`config.mk`:
```
export PLATFORM = sky130hd
export DESIGN_NAME = game_state_controller
export DESIGN_NICKNAME = d
export VERILOG_FILES = /design/src/rtl/game_state_controller.sv
export SDC_FILE = /design/constraint.sdc
export NUM_CORES = 1
export LEC_CHECK = 0
export ABC_AREA = 0
export ABC_CLOCK_PERIOD_IN_PS = 2550
export CORE_MARGIN = 5
export CORE_UTILIZATION = 56
export CTS_BUF_LIST = sky130_fd_sc_hd__clkbuf_4 sky130_fd_sc_hd__clkbuf_8
export DETAILED_ROUTE_END_ITERATION = 16
export HOLD_SLACK_MARGIN = 0.05
export PLACE_DENSITY = 0.93
export SKIP_CTS_REPAIR_TIMING = 1
export SYNTH_ARGS = -nofsm -noshare
export SYNTH_HDL_FRONTEND = slang
export SYNTH_SLANG_ARGS = --single-unit
```
`constraint.sdc`:
```
create_clock -name clk -period 2.55 [get_ports clk]
set_input_delay 0.51 -clock clk [delete_from_list [all_inputs] [get_ports clk]]
set_output_delay 0.51 -clock clk [all_outputs]
set_load 0.01 [all_outputs]
```
`src/rtl/game_state_controller.sv`:
```
// Match-level sequencer for pong: IDLE -> SERVE -> PLAY -> POINT -> ... -> GAME_OVER.
// Watches registered scores for increments and drives freeze, serve and match-reset controls.
module game_state_controller #(
  parameter int unsigned WIN_SCORE   = 9,
  parameter int unsigned SERVE_TICKS = 60,
  parameter int unsigned POINT_TICKS = 90
) (
  input  logic       clk,
  input  logic       rst,
  input  logic       timing_tick,
  input  logic       start_btn,
  input  logic [3:0] player1_score,
  input  logic [3:0] player2_score,
  output logic       still_graphic,
  output logic       serve,
  output logic       serve_dir,
  output logic       game_rst,
  output logic [2:0] state,
  output logic [1:0] winner
);

  localparam int unsigned CNT_W   = 8;
  localparam int unsigned SCORE_W = 4;
  localparam logic [CNT_W-1:0]   SERVE_LAST = CNT_W'(SERVE_TICKS - 1);
  localparam logic [CNT_W-1:0]   POINT_LAST = CNT_W'(POINT_TICKS - 1);
  localparam logic [SCORE_W-1:0] WIN       = SCORE_W'(WIN_SCORE);

  typedef enum logic [2:0] {
    S_IDLE      = 3'd0,
    S_SERVE     = 3'd1,
    S_PLAY      = 3'd2,
    S_POINT     = 3'd3,
    S_GAME_OVER = 3'd4
  } state_t;

  state_t               state_q, state_d;
  logic [CNT_W-1:0]     cnt_q, cnt_d;
  logic [SCORE_W-1:0]   p1_q, p2_q;
  logic                 start_q;
  logic                 armed_q;
  logic                 still_q, serve_q, dir_q, grst_q;
  logic                 still_d, serve_d, dir_d, grst_d;
  logic [1:0]           winner_q, winner_d;

  logic start_rise, p1_inc, p2_inc;

  // armed_q masks the first cycle after reset so a button held through reset is not an edge
  assign start_rise = armed_q & start_btn & ~start_q;
  assign p1_inc     = player1_score > p1_q;
  assign p2_inc     = player2_score > p2_q;

  // State register and registered outputs
  always_ff @(posedge clk or posedge rst) begin
    if (rst) begin
      state_q  <= S_IDLE;
      cnt_q    <= '0;
      p1_q     <= '0;
      p2_q     <= '0;
      start_q  <= 1'b0;
      armed_q  <= 1'b0;
      still_q  <= 1'b1;
      serve_q  <= 1'b0;
      dir_q    <= 1'b0;
      grst_q   <= 1'b0;
      winner_q <= 2'b00;
    end else begin
      state_q  <= state_d;
      cnt_q    <= cnt_d;
      p1_q     <= player1_score;
      p2_q     <= player2_score;
      start_q  <= start_btn;
      armed_q  <= 1'b1;
      still_q  <= still_d;
      serve_q  <= serve_d;
      dir_q    <= dir_d;
      grst_q   <= grst_d;
      winner_q <= winner_d;
    end
  end

  // Next-state and next-output decode
  always_comb begin
    state_d  = state_q;
    cnt_d    = cnt_q;
    dir_d    = dir_q;
    winner_d = winner_q;
    serve_d  = 1'b0;
    grst_d   = 1'b0;

    case (state_q)
      S_IDLE: begin
        winner_d = 2'b00;
        if (start_rise) begin
          grst_d  = 1'b1;
          dir_d   = 1'b0;
          state_d = S_SERVE;
        end
      end
      S_SERVE: begin
        if (timing_tick) begin
          if (cnt_q == SERVE_LAST) begin
            serve_d = 1'b1;
            state_d = S_PLAY;
          end else begin
            cnt_d = cnt_q + CNT_W'(1);
          end
        end
      end
      S_PLAY: begin
        if (p1_inc) begin
          dir_d   = 1'b1;
          state_d = S_POINT;
        end else if (p2_inc) begin
          dir_d   = 1'b0;
          state_d = S_POINT;
        end
      end
      S_POINT: begin
        if (timing_tick) begin
          if (cnt_q == POINT_LAST) begin
            if (player1_score >= WIN) begin
              winner_d = 2'b01;
              state_d  = S_GAME_OVER;
            end else if (player2_score >= WIN) begin
              winner_d = 2'b10;
              state_d  = S_GAME_OVER;
            end else begin
              state_d = S_SERVE;
            end
          end else begin
            cnt_d = cnt_q + CNT_W'(1);
          end
        end
      end
      S_GAME_OVER: begin
        if (start_rise) begin
          winner_d = 2'b00;
          state_d  = S_IDLE;
        end
      end
      default: state_d = S_IDLE;
    endcase

    if (state_d != state_q) cnt_d = '0;
    still_d = (state_d != S_PLAY);
  end

  assign state         = state_q;
  assign still_graphic = still_q;
  assign serve         = serve_q;
  assign serve_dir     = dir_q;
  assign game_rst      = grst_q;
  assign winner        = winner_q;

endmodule

```
-- After elaboration in Yosys (flattened, before gate mapping)
Cells that the tools add are included.
- output and inout port bits: 9
- logic and storage cells: 76
- input port bits: 12
- register bits after elaboration: 27
- magnitude comparators: 4
- add/sub/neg operators: 1
- mux-type cells: 32
- bitwise logic cells: 3
- reduce and logical (&&, ||, !) cells: 7
- equality and inequality tests: 18
- operators with widths (operator ; count):
    $mux 8 ; 5
    $mux 3 ; 10
    $ne 3x3->1 const B ; 6
    $pmux 8 s2 ; 1
    $pmux 3 s5 ; 1
    $mux 2 ; 5
    $reduce_and 5->1 ; 2
    $add 8x1->8 const B ; 1
    $eq 8x6->1 const B ; 1
    $eq 8x7->1 const B ; 1
    $ge 4x4->1 const B ; 2
    $gt 4x4->1 ; 2
    $mux 1 ; 8
    $ne 2x2->1 const B ; 4
    $eq 3x2->1 const B ; 2
    $pmux 2 s3 ; 1
    $reduce_bool 3->1 ; 2
    $eq 3x1->1 const B ; 1
    $eq 3x3->1 const B ; 1
    $logic_not 3->1 ; 1
    $ne 3x2->1 const B ; 1
    $ne 3x3->1 ; 1
    $reduce_and 3->1 ; 1
    $and 1x1->1 ; 2
    other kinds (3) ; 3

-- Depth between registers and ports, before layout
Gate-level depths: netlist (run 1).
- word-level depth: 9
- depth in mapped cells: 7
- mapped depth without buffers: 7

-- Worst setup path before layout (run 1)
OpenSTA, ideal clock, no wires.
- path type: reg-to-reg
- start: register cnt_q[0]
- end: register cnt_q[0]
- library setup time: 0.095 ns
- period minus slack after synthesis: 2.012 ns
- path buffers: 0
- arrival time: 1.917 ns
- slack: 0.538 ns
- cell stages (with the launch flop): 7
- required time: 2.455 ns
- cells stage by stage: dfrtp_1 > ha_1 > and4_4 > a41o_1 > a222oi_1 > nand4_2 > a211oi_1
- cells in the longest elaborated chain, start to end: 7
- elaborated cells between the ends (all ways): 21
- classes of those cells: add/sub (1); eq/ne (7); mux (11); reduce/logical (2)
- RTL lines (what ; RTL line ; source):
    from (decl) ; 37 ; logic [CNT_W-1:0] cnt_q, cnt_d;
    from (signal assigned) ; 68 ; cnt_q <= cnt_d;
    $eq 8x7->1 or $eq 8x6->1 (tied branches) ; 120, 101 ;
    $mux 3 (on tied branches) ; 120, 101 ;
    $mux 3 (on tied branches) ; 119, 100 ;
    $pmux 3 s5 ; 90 ; case (state_q)
    $ne 3x3->1 ; 144 ; if (state_d != state_q) cnt_d = '0;
    $ne 3x3->1 (no source line) or $reduce_bool 3->1 (tied branches) ; n/a ;
    $reduce_and 5->1 (no source line) ; n/a ;
Parallel ways exist; a longest one is shown, timed or not. The select of a mux whose other input is x is not followed.
A chain may end at the register's enable or synchronous reset.

-- Worst setup path after layout (run 1)
- start: input timing_tick
- end: register winner_q[1] (netlist: winner[1])
- cells in the longest elaborated chain, start to end: 2
- RTL lines (what ; RTL line ; source):
    from (decl) ; 10 ; input logic timing_tick,
    $ne 2x2->1 (no source line) ; n/a ;
    $reduce_and 5->1 (no source line) ; n/a ;
    to (signal assigned) ; 77 ; winner_q <= winner_d;
    to (decl) ; 43 ; logic [1:0] winner_q, winner_d;
No other way between the ends.

==> results of run 1 <==
[per-stage QoR]
stage	std cells	hold WS [ns]	util [%]
final	199	0.503	69.7
after global routing	199	0.556	69.7
after CTS	199	0.524	69.7
after detailed placement	195	0.511	68.6
after global placement	195	0.494	68.6
after floorplan	144	0.533	-
[cell usage in the layout (no fill, tap or decap), types with 2 or more instances in the layout]
| cell | count |
|---|---|
| sky130_fd_sc_hd__ha_1 | 10 |
| sky130_fd_sc_hd__nor3b_1 | 2 |
| sky130_fd_sc_hd__dfrtp_1 | 26 |
| sky130_fd_sc_hd__o211ai_1 | 2 |
| sky130_fd_sc_hd__o21ai_0 | 2 |
| sky130_fd_sc_hd__nor2b_1 | 3 |
| sky130_fd_sc_hd__inv_1 | 15 |
| sky130_fd_sc_hd__a21o_1 | 2 |
| sky130_fd_sc_hd__nand2_1 | 12 |
| sky130_fd_sc_hd__nor2_1 | 7 |
| sky130_fd_sc_hd__buf_4 | 5 |
| sky130_fd_sc_hd__nor3_1 | 6 |
| sky130_fd_sc_hd__nor4_1 | 5 |
| sky130_fd_sc_hd__nand4_1 | 5 |
| sky130_fd_sc_hd__o31ai_1 | 4 |
| sky130_fd_sc_hd__nand3_1 | 4 |
| sky130_fd_sc_hd__a21oi_1 | 6 |
| sky130_fd_sc_hd__xnor2_1 | 6 |
| sky130_fd_sc_hd__mux2_2 | 2 |
| sky130_fd_sc_hd__clkdlybuf4s50_1 | 20 |
| sky130_fd_sc_hd__clkbuf_4 | 3 |
[layer usage]
metal  up-vias  part of all wire [%]  global-route usage [%]
met5         -                     0                       0
met4         0                   1.4                    5.26
met3         7                   5.9                    5.03
met2        33                    48                    30.4
met1       573                    45                    26.3
li1        573                     -                       -
[cell families after synthesis]
family | count (synthesis)
fa+ha+maj | 10
simple gates | 55
xor+xnor | 6
compound gates | 24
mux | 2
other cells | 1
buf+inv | 19
flops | 27
[worst max-delay path, stage by stage]
cell and delay, ns:
sky130_fd_sc_hd__clkdlybuf4s50_1 0.60, sky130_fd_sc_hd__nand4b_1 0.20, sky130_fd_sc_hd__a2111oi_0 0.62, sky130_fd_sc_hd__and2_2 0.28, sky130_fd_sc_hd__a21oi_1 0.07, sky130_fd_sc_hd__mux2_2 0.28
[sequential cells by signal, summed over array words and instances (netlist names)]
register,cells
state,3
serve,1
cnt_q,8
start_q,1
still_graphic,1
armed_q,1
serve_dir,1
winner,2
p1_q,4
p2_q,4
game_rst,1
[power by group through the flow]
stage               combinational, mW  clock [mW]  sequential [mW]
finish                          0.265       0.192            0.545
global route                    0.299       0.214            0.555
CTS                             0.265       0.195            0.544
detailed placement              0.264           0            0.552
global placement                0.253           0            0.549
floorplan                       0.212           0            0.530
[worst max-delay path by stage]
stage | slack [ns] | startpoint | to
after floorplan | 0.54 | cnt_q[0]$_DFFE_PP0P_ | cnt_q[0]$_DFFE_PP0P_
after global placement | 0.02 | player1_score[1] | cnt_q[0]$_DFFE_PP0P_
after detailed placement | -0.05 | timing_tick | winner[1]$_DFFE_PP0P_
after CTS | 0.30 | timing_tick | winner[1]$_DFFE_PP0P_
after global routing | 0.15 | player1_score[1] | cnt_q[0]$_DFFE_PP0P_
final | 0.23 | timing_tick | winner[1]$_DFFE_PP0P_
[layout make-up]
type	count	area, sq um	area share, %
clock buffers	3	22.5	1.29
clock inverters	1	5.00	0.287
inverters	15	56.3	3.23
multi-input cells	98	707	40.6
flip-flops and latches	27	677	38.8
well taps	30	37.5	2.15
repair buffers	25	238	13.6
[synthesized netlist by cell type, types with 3 or more instances]
cell type / number / share of area (%)
sky130_fd_sc_hd__a21oi_1: 6 / 2.0
sky130_fd_sc_hd__dfrtp_1: 26 / 44
sky130_fd_sc_hd__ha_1: 10 / 8.5
sky130_fd_sc_hd__inv_1: 15 / 3.8
sky130_fd_sc_hd__nand2_1: 12 / 3.1
sky130_fd_sc_hd__nand3_1: 4 / 1.4
sky130_fd_sc_hd__nand4_1: 5 / 2.1
sky130_fd_sc_hd__nor2_1: 7 / 1.8
sky130_fd_sc_hd__nor2b_1: 3 / 1.3
sky130_fd_sc_hd__nor3_1: 6 / 2.0
sky130_fd_sc_hd__nor4_1: 5 / 2.1
sky130_fd_sc_hd__o31ai_1: 4 / 2.0
sky130_fd_sc_hd__xnor2_1: 6 / 3.6
==> key figures, run 1 <==
Run status
  – Result of the run: finished, final reports clean

Die
  – Placeable Area: 2500 sq um
  – Total number of placement rows: 18
  – Die area: 3760 sq um
  – Initial Utilization: 59.0%
  – Die span in y: 61.3 um
  – Number of primary I/O pins: 21
  – Chip width: 61.3 um

Global route
  – Antenna violations before repair: 0
  – First-pass GRT wire length: 5260 um
  – Pin count of the biggest net entering global routing: 17
  – Via count of the first global-routing pass: 1178
  – Total global-route track usage: 19.3%
  – GRT Residual Overflow: 0

Power
  – Power per standard cell area: 575 nW/um^2
  – Relative contribution of sequential cells to total power: 54.4%
  – Switching Power: 340 uW
  – Post-layout power: 1.00 mW
  – Worst voltage drop across the vdd grid: 0.462 mV
  – Leak pwr: 0.770 nW
  – Share of total power in the clock network: 19.1%
  – Proportion of power drawn by combinational gates: 26.5%
  – Net switching fraction of the power: 33.9%
  – Internal power: 663 uW

Route
  – Initial DRT Pass Iterations: 4
  – DR WL/cell: 15.7 um
  – Via total after detailed routing: 1186
  – DRT Wirelength: 3120 um
  – Initial DRC count: 56
  – Post-route ant nets: 0
  – Vias per cell: 5.96
  – Count of unresolved DRC violations after routing: 0

Worst setup path
  – Cell depth of the worst flop-to-flop path: 6
  – Type of element launching the critical path: input pin
  – End of the worst register-to-register path: cnt_q[0]$_DFFE_PP0P_
  – Worst R2R Start: cnt_q[0]$_DFFE_PP0P_
  – Reg2Reg Setup Slack: 0.31 ns
  – Arr. time, crit path: 2.56 ns
  – Type of the worst setup path: input pin to register
  – Data required time at the worst endpoint: 2.79 ns
  – Worst Path Max Fanout: 5
  – Critical Path End Type: register

CTS
  – Clock sinks: 27
  – Clock Path Buffers: 2
  – CTS tree: yes
  – Number of buffers inserted during clock tree synthesis: 3
  – Clock-pin slew on the worst setup and hold paths: 0.15 ns
  – Root buffer cell: sky130_fd_sc_hd__clkbuf_4
  – Clk_lat worst skew: 0.34 ns
  – Depth of the CTS H-tree: 1

Synthesis
  – Post-synth ARST share: 100%
  – Mapped Avg Cell Area: 10.2 sq um
  – Fraction of synthesized cell area in xor and xnor cells: 3.56%
  – Yosys Warn Count: 0
  – Synthesized flop and latch total: 27
  – Post-synthesis share of cell area spent on full adders, half adders and majority gates: 8.48%
  – Sequential-to-total area share from yosys stat: 45.9%
  – Synthesized area: 1480 sq um
  – Number of enable flip-flop cells after synthesis: 0
  – Post-Synth Simple-Gate Area: 21.2%
  – Dominant combinational cell family by area after synthesis: simple AND/OR/NAND/NOR gates
  – Synth Instances: 144
  – Post-synth net total: 166
  – Area fraction in compound gates after synthesis: 12.9%
  – Prevailing post-synth register cell: sky130_fd_sc_hd__dfrtp_1
  – Portion of netlist area occupied by mux cells: 1.53%
  – Post-synth cell types: 42

Placed design
  – Worst slack at placement: -0.0544 ns
  – Standard cell area after detailed placement: 1720 sq um
  – Placer Congestion: 0.910
  – Placed wire-length estimate after detailed placement: 2460 um
  – Port Buffers: 20

Finish
  – Final layout net count: 192
  – Area of all placed cells without fillers: 1740 sq um
  – Count of filler cells inserted in the layout: 190
  – ANT cells: 0
  – Layout area overhead: 18.2%
  – Fraction of final layout cells sized beyond drive strength 1: 10.1%

STA
  – Worst slew margin relative to its limit: 47.9%
  – Summed negative setup slack over all endpoints: 0 ns
  – Clock period minus final worst setup slack: 2.32 ns
  – Final Setup Violations: 0
  – Worst setup margin: 0.231 ns
  – Post-route clock period utilization: 90.9%
  – Final Slew Violations: 0
  – Upper clock frequency limit: 431 MHz
  – Maximum clock skew at final layout: 0.00807 ns
  – Setup repair after global routing missed its margin: false
  – Slew at the pin closest to its max-slew limit: 0.774 ns
  – Number of endpoints with negative hold slack in the final report: 0

Worst hold path
  – Worst hold path class: input pin to asynchronous set/reset pin

Flow run
  – Max-capacitance violation count: 0
(Power assumes the default switching activity.)
==> inputs of run 2 (changes only) <==
Settings changed: CORE_MARGIN 5 to 10, SETUP_SLACK_MARGIN set to 0.05.
==> key figures, run 2 (synthesis gave the netlist of run 1 again) <==
Worst setup path
  – Arr. time, crit path: 2.56 ns (about the same)
  – Biggest cell delay along the critical path: 0.45 ns (-0.17 ns)
  – Critical Path End Type: register
  – Data required time at the worst endpoint: 2.82 ns (+0.03 ns)
  – Worst Path Max Fanout: 7 (+2)
  – Type of element launching the critical path: input pin
  – Cell-by-cell listing of the critical path: clkdlybuf4s50_1 -> o31ai_1 -> a2111oi_0 -> a222oi_1 -> nand4_2 -> a211oi_1
  – Library cell contributing the largest single delay on the critical path: sky130_fd_sc_hd__clkdlybuf4s50_1
  – Type of the worst setup path: input pin to register

Finish
  – Register with the most flip-flops: cnt_q
  – Final core utilization: 69.5% (-0.20 points)
  – Flip-flop count of the largest register after layout: 8 (unchanged)
  – Most frequent standard cell in the layout excluding fill and tap cells: sky130_fd_sc_hd__dfrtp_1
  – Layout area overhead: 17.8%
  – Commonest cells after routing, fill and taps aside: sky130_fd_sc_hd__dfrtp_1, sky130_fd_sc_hd__clkdlybuf4s50_1, sky130_fd_sc_hd__inv_1
  – Largest registers: cnt_q x8, p1_q x4, p2_q x4
  – Count of filler cells inserted in the layout: 166 (-13%)
  – ANT cells: 0 (unchanged)
  – Fraction of final layout cells sized beyond drive strength 1: 9.52% (-0.54 points)
  – Final layout net count: 191 (-0.52%)
  – Area of all placed cells without fillers: 1740 sq um (-0.29%)

STA
  – Worst setup margin: 0.258 ns (+0.0268 ns)
  – Hold Worst Slack: 0.497 ns (-0.00596 ns)
  – Setup repair after global routing missed its margin: false
  – Clock period minus final worst setup slack: 2.29 ns (-0.0268 ns)
  – Maximum clock skew at final layout: 0.00978 ns (+0.00171 ns)
  – Upper clock frequency limit: 436 MHz (+1.2%)
  – Worst slew margin relative to its limit: 46.0% (-1.9 points)
  – Number of endpoints with negative hold slack in the final report: 0 (unchanged)
  – Post-route clock period utilization: 89.9% (-1.1 points)
  – Final Slew Violations: 0 (unchanged)
  – Slew at the pin closest to its max-slew limit: 0.802 ns (+0.0276 ns)
  – Final Setup Violations: 0 (unchanged)

Global route
  – Total global-route track usage: 13.2% (-6.0 points)
  – GRT Residual Overflow: 0 (unchanged)
  – Antenna violations before repair: 0 (unchanged)
  – First-pass GRT wire length: 5590 um (+6.2%)
  – Pin count of the biggest net entering global routing: 17 (unchanged)
  – Via count of the first global-routing pass: 1178 (unchanged)

Power
  – Post-layout power: 1.01 mW (+0.73%)
  – Share of total power in the clock network: 19.6% (+0.5 points)
  – Switching Power: 350 uW (+3.0%)
  – Internal power: 660 uW (-0.45%)
  – Proportion of power drawn by combinational gates: 25.6% (-0.9 points)
  – Power per standard cell area: 581 nW/um^2 (+1.0%)
  – Relative contribution of sequential cells to total power: 54.8% (+0.4 points)
  – Net switching fraction of the power: 34.7% (+0.77 points)
  – Worst voltage drop across the vdd grid: 0.580 mV (+26%)
  – Leak pwr: 0.762 nW (-1.1%)

CTS
  – Clk_lat worst skew: 0.35 ns (about the same)
  – Root buffer cell: sky130_fd_sc_hd__clkbuf_4
  – Clock-pin slew on the worst setup and hold paths: 0.15 ns (about the same)
  – Number of buffers inserted during clock tree synthesis: 3 (unchanged)
  – Clock sinks: 27 (unchanged)
  – Clock Path Buffers: 2 (unchanged)
  – Depth of the CTS H-tree: 1 (unchanged)
  – CTS tree: yes

Die
  – Chip width: 71.3 um (+16%)
  – Initial Utilization: 59.0% (unchanged)
  – Number of primary I/O pins: 21 (unchanged)
  – Placeable Area: 2500 sq um (unchanged)
  – Total number of placement rows: 18 (unchanged)
  – Die span in y: 71.3 um (+16%)
  – Die area: 5090 sq um (+35%)

Placed design
  – Placer Congestion: 0.900 (-1.1%)
  – Placed wire-length estimate after detailed placement: 2580 um (+4.9%)
  – Port Buffers: 20 (unchanged)
  – Standard cell area after detailed placement: 1710 sq um (-0.44%)
  – Worst slack at placement: -0.0824 ns (-0.0280 ns)

Run status
  – Result of the run: finished, final reports clean

Worst hold path
  – Worst hold path class: input pin to asynchronous set/reset pin

Route
  – Vias per cell: 6.00 (+0.67%)
  – Via total after detailed routing: 1188 (+0.17%)
  – DRT Wirelength: 3250 um (+4.1%)
  – Count of unresolved DRC violations after routing: 0 (unchanged)
  – Initial DRT Pass Iterations: 4 (unchanged)
  – Post-route ant nets: 0 (unchanged)
  – Initial DRC count: 93 (+66%)
  – DR WL/cell: 16.4 um (+4.7%)

Flow run
  – Max-capacitance violation count: 0 (unchanged)
## run 2: power groups by stage
stage,sequential (mW),combinational [mW],clock [mW]
after floorplan,0.530,0.212,0
after global placement,0.553,0.241,0
after detailed placement,0.559,0.256,0
after CTS,0.550,0.258,0.200
after global routing,0.566,0.294,0.211
final,0.553,0.259,0.198
## run 2: area by class of cell
class                   count  area [sq um]  area share (%)
inverters                  15          56.3            3.24
well taps                  30          37.5            2.16
clock buffers               3          22.5            1.30
flip-flops and latches     27           677            38.9
multi-input cells          98           707            40.7
repair buffers             24           230            13.2
clock inverters             1          7.51           0.432
## run 2: critical path: cells and delay by family
kind	cells	cell delay, ns
AND/OR/NAND/NOR	1	0.25
buffers and inverters	1	0.45
AO/OA/AOI/OAI	4	1.35
## run 2: worst paths after layout
check | from | slack (ns) | end | cells past startpoint
worst max-delay path | player1_score[1] | 0.26 | cnt_q[0]$_DFFE_PP0P_ | 6
worst min-delay path | rst | 0.50 | p1_q[0]$_DFF_PP0_ | 2
worst max register to register | cnt_q[0]$_DFFE_PP0P_ | 0.30 | cnt_q[0]$_DFFE_PP0P_ | 6
worst min register to register | serve_dir$_DFFE_PP0P_ | 0.54 | serve_dir$_DFFE_PP0P_ | 2
max in group asynchronous | rst | 1.47 | winner[1]$_DFFE_PP0P_ | 3
min in group clk | serve_dir$_DFFE_PP0P_ | 0.54 | serve_dir$_DFFE_PP0P_ | 2
## run 2: through the flow
stage	std cells	TNS [ns]
after detailed placement	194	-0.0916
after CTS	198	0
after global routing	198	0
after global placement	194	0
final	198	0
after floorplan	144	0
## run 2: metal layers
metal / vias to the layer above / global-route usage, % / share of wire, %
li1: 572 / - / -
met1: 574 / 16.8 / 44
met2: 35 / 20.9 / 49
met3: 7 / 3.86 / 5.5
met4: 0 / 4.52 / 1.5
met5: - / 0 / 0
==> inputs of run 3 (changes only) <==
Settings changed: CELL_PAD_IN_SITES_DETAIL_PLACEMENT set to 1, CELL_PAD_IN_SITES_GLOBAL_PLACEMENT set to 2, CORE_UTILIZATION 56 to 36.
==> key figures, run 3 (synthesis gave the netlist of run 1 again) <==
Run status
  – Result of the run: finished, final reports clean

Power
  – Power per standard cell area: 584 nW/um^2 (+0.51%)
  – Leak pwr: 0.814 nW (+6.9%)
  – Worst voltage drop across the vdd grid: 0.386 mV (-33%)
  – Post-layout power: 1.08 mW (+6.5%)

Finish
  – Register with the most flip-flops: cnt_q
  – Commonest cells after routing, fill and taps aside: sky130_fd_sc_hd__dfrtp_1, sky130_fd_sc_hd__clkdlybuf4s50_1, sky130_fd_sc_hd__inv_1
  – Count of filler cells inserted in the layout: 468 (+180%)
  – Final layout net count: 199 (+4.2%)
  – Fraction of final layout cells sized beyond drive strength 1: 13.6% (+4.1 points)
  – Most frequent standard cell in the layout excluding fill and tap cells: sky130_fd_sc_hd__dfrtp_1
  – Final core utilization: 46.4% (-23 points)
  – Layout area overhead: 24.9%
  – Area of all placed cells without fillers: 1840 sq um (+6.0%)
  – Flip-flop count of the largest register after layout: 8 (unchanged)
  – ANT cells: 0 (unchanged)
  – Largest registers: cnt_q x8, p1_q x4, p2_q x4

Route
  – Initial DRT Pass Iterations: 4 (unchanged)
  – DR WL/cell: 16.7 um (+1.8%)
  – M1 wire length: 1590 um (+11%)
  – Count of unresolved DRC violations after routing: 0 (unchanged)
  – Initial DRC count: 43 (-54%)
  – Post-route ant nets: 0 (unchanged)
  – Met3 wire length: 131 um (-26%)
  – Routed length on met2: 1990 um (+25%)
  – Vias per cell: 5.46 (-9.0%)
  – Top Layer Used: met4
  – Via total after detailed routing: 1234 (+3.9%)
  – DRT Wirelength: 3780 um (+16%)

CTS
  – Clock sinks: 27 (unchanged)
  – Root buffer cell: sky130_fd_sc_hd__clkbuf_8
  – Depth of the CTS H-tree: 1 (unchanged)
  – Clock-pin slew on the worst setup and hold paths: 0.08 ns (-0.07 ns)
  – Clk_lat worst skew: 0.27 ns (-0.08 ns)
  – Clock Path Buffers: 2 (unchanged)
  – Number of buffers inserted during clock tree synthesis: 3 (unchanged)
  – CTS tree: yes

Die
  – Chip width: 84.0 um (+18%)
  – Placeable Area: 3970 sq um (+59%)
  – Number of primary I/O pins: 21 (unchanged)
  – Die span in y: 84.0 um (+18%)
  – Total number of placement rows: 23 (+5)
  – Die area: 7060 sq um (+39%)
  – Initial Utilization: 37.1% (-22 points)

STA
  – Worst slew margin relative to its limit: 67.1% (+21 points)
  – Summed negative setup slack over all endpoints: 0 ns (unchanged)
  – Maximum clock skew at final layout: 0.00380 ns (-0.00598 ns)
  – Upper clock frequency limit: 435 MHz (-0.30%)
  – Number of endpoints with negative hold slack in the final report: 0 (unchanged)
  – Worst setup margin: 0.251 ns (-0.00696 ns)
  – Post-route clock period utilization: 90.2% (+0.27 points)
  – Slew at the pin closest to its max-slew limit: 0.488 ns (-0.314 ns)
  – Setup repair after global routing missed its margin: false
  – Clock period minus final worst setup slack: 2.30 ns (+0.00696 ns)
  – Final Setup Violations: 0 (unchanged)
  – Final Slew Violations: 0 (unchanged)

Placed design
  – Port Buffers: 20 (unchanged)
  – Placed wire-length estimate after detailed placement: 3030 um (+17%)
  – Standard cell area after detailed placement: 1790 sq um (+5.0%)
  – Worst slack at placement: -0.0143 ns (+0.0681 ns)
  – Placer Congestion: 0.844 (-6.2%)

Global route
  – First-pass GRT wire length: 6390 um (+14%)
  – Antenna violations before repair: 0 (unchanged)
  – Via count of the first global-routing pass: 1348 (+14%)
  – Total global-route track usage: 10.6% (-2.6 points)
  – Pin count of the biggest net entering global routing: 28 (+11)
  – GRT Residual Overflow: 0 (unchanged)

Worst hold path
  – Worst hold path class: register to register

Worst setup path
  – Worst Path Max Fanout: 5 (-2)
  – Data required time at the worst endpoint: 2.75 ns (-0.07 ns)
  – Type of the worst setup path: input pin to register
  – Type of element launching the critical path: input pin
  – Arr. time, crit path: 2.50 ns (-0.06 ns)
  – Critical Path End Type: register

Flow run
  – Max-capacitance violation count: 0 (unchanged)
## run 3: cell count changes in the layout (fill, tap and decap cells not counted), sizes merged
| cell | before | now |
|---|---|---|
| clkbuf | 3 | 4 |
| clkinvlp | 1 | 0 |
| buf | 4 | 12 |
## run 3: power by group
part / internal, mW / leakage (nW) / switching, mW / total [mW]
registers: 0.475 / 0.340 / 0.0827 / 0.558
logic: 0.130 / 0.448 / 0.138 / 0.269
clock network: 0.122 / 0.0262 / 0.126 / 0.249
## run 3: stage by stage
step	hold WS (ns)	std cells
global placement	0.494	222
global route	0.562	226
CTS	0.538	226
floorplan	0.533	144
detailed placement	0.516	222
finish	0.530	226
## run 3: layout make-up
cell class	instances	area (sq um)	area share, %
multi-input cells	98	707	38.4
flip-flops and latches	27	677	36.8
inverters	15	56.3	3.06
clock buffers	4	48.8	2.65
well taps	50	62.6	3.40
repair buffers	32	290	15.8
## run 3: metal layers
metal | global-route usage, % | up-vias
met5 | 0 | -
met4 | 3.81 | 0
met3 | 2.73 | 5
met2 | 19.1 | 28
met1 | 11.7 | 620
li1 | - | 581
## run 3: worst paths after layout
check                                      startpoint                      end  slack (ns)  depth (start not counted)
worst max-delay path                 player1_score[0]     cnt_q[3]$_DFFE_PP0P_        0.25                          8
worst max register to register   cnt_q[0]$_DFFE_PP0P_     cnt_q[3]$_DFFE_PP0P_        0.36                          7
min in group asynchronous                         rst        p2_q[2]$_DFF_PP0_        0.60                          3
max in group asynchronous                         rst  still_graphic$_DFF_PP1_        1.65                          3
worst min register to register  winner[1]$_DFFE_PP0P_    winner[1]$_DFFE_PP0P_        0.53                          1
worst min-delay path            winner[1]$_DFFE_PP0P_    winner[1]$_DFFE_PP0P_        0.53                          1
## run 3: critical path: stages
cell                              delay [ns]
sky130_fd_sc_hd__clkdlybuf4s50_1        0.44
sky130_fd_sc_hd__o31ai_1                0.32
sky130_fd_sc_hd__a2111oi_0              0.18
sky130_fd_sc_hd__buf_4                  0.17
sky130_fd_sc_hd__a222oi_1               0.38
sky130_fd_sc_hd__nand4_2                0.18
sky130_fd_sc_hd__buf_4                  0.20
sky130_fd_sc_hd__nor2_1                 0.11
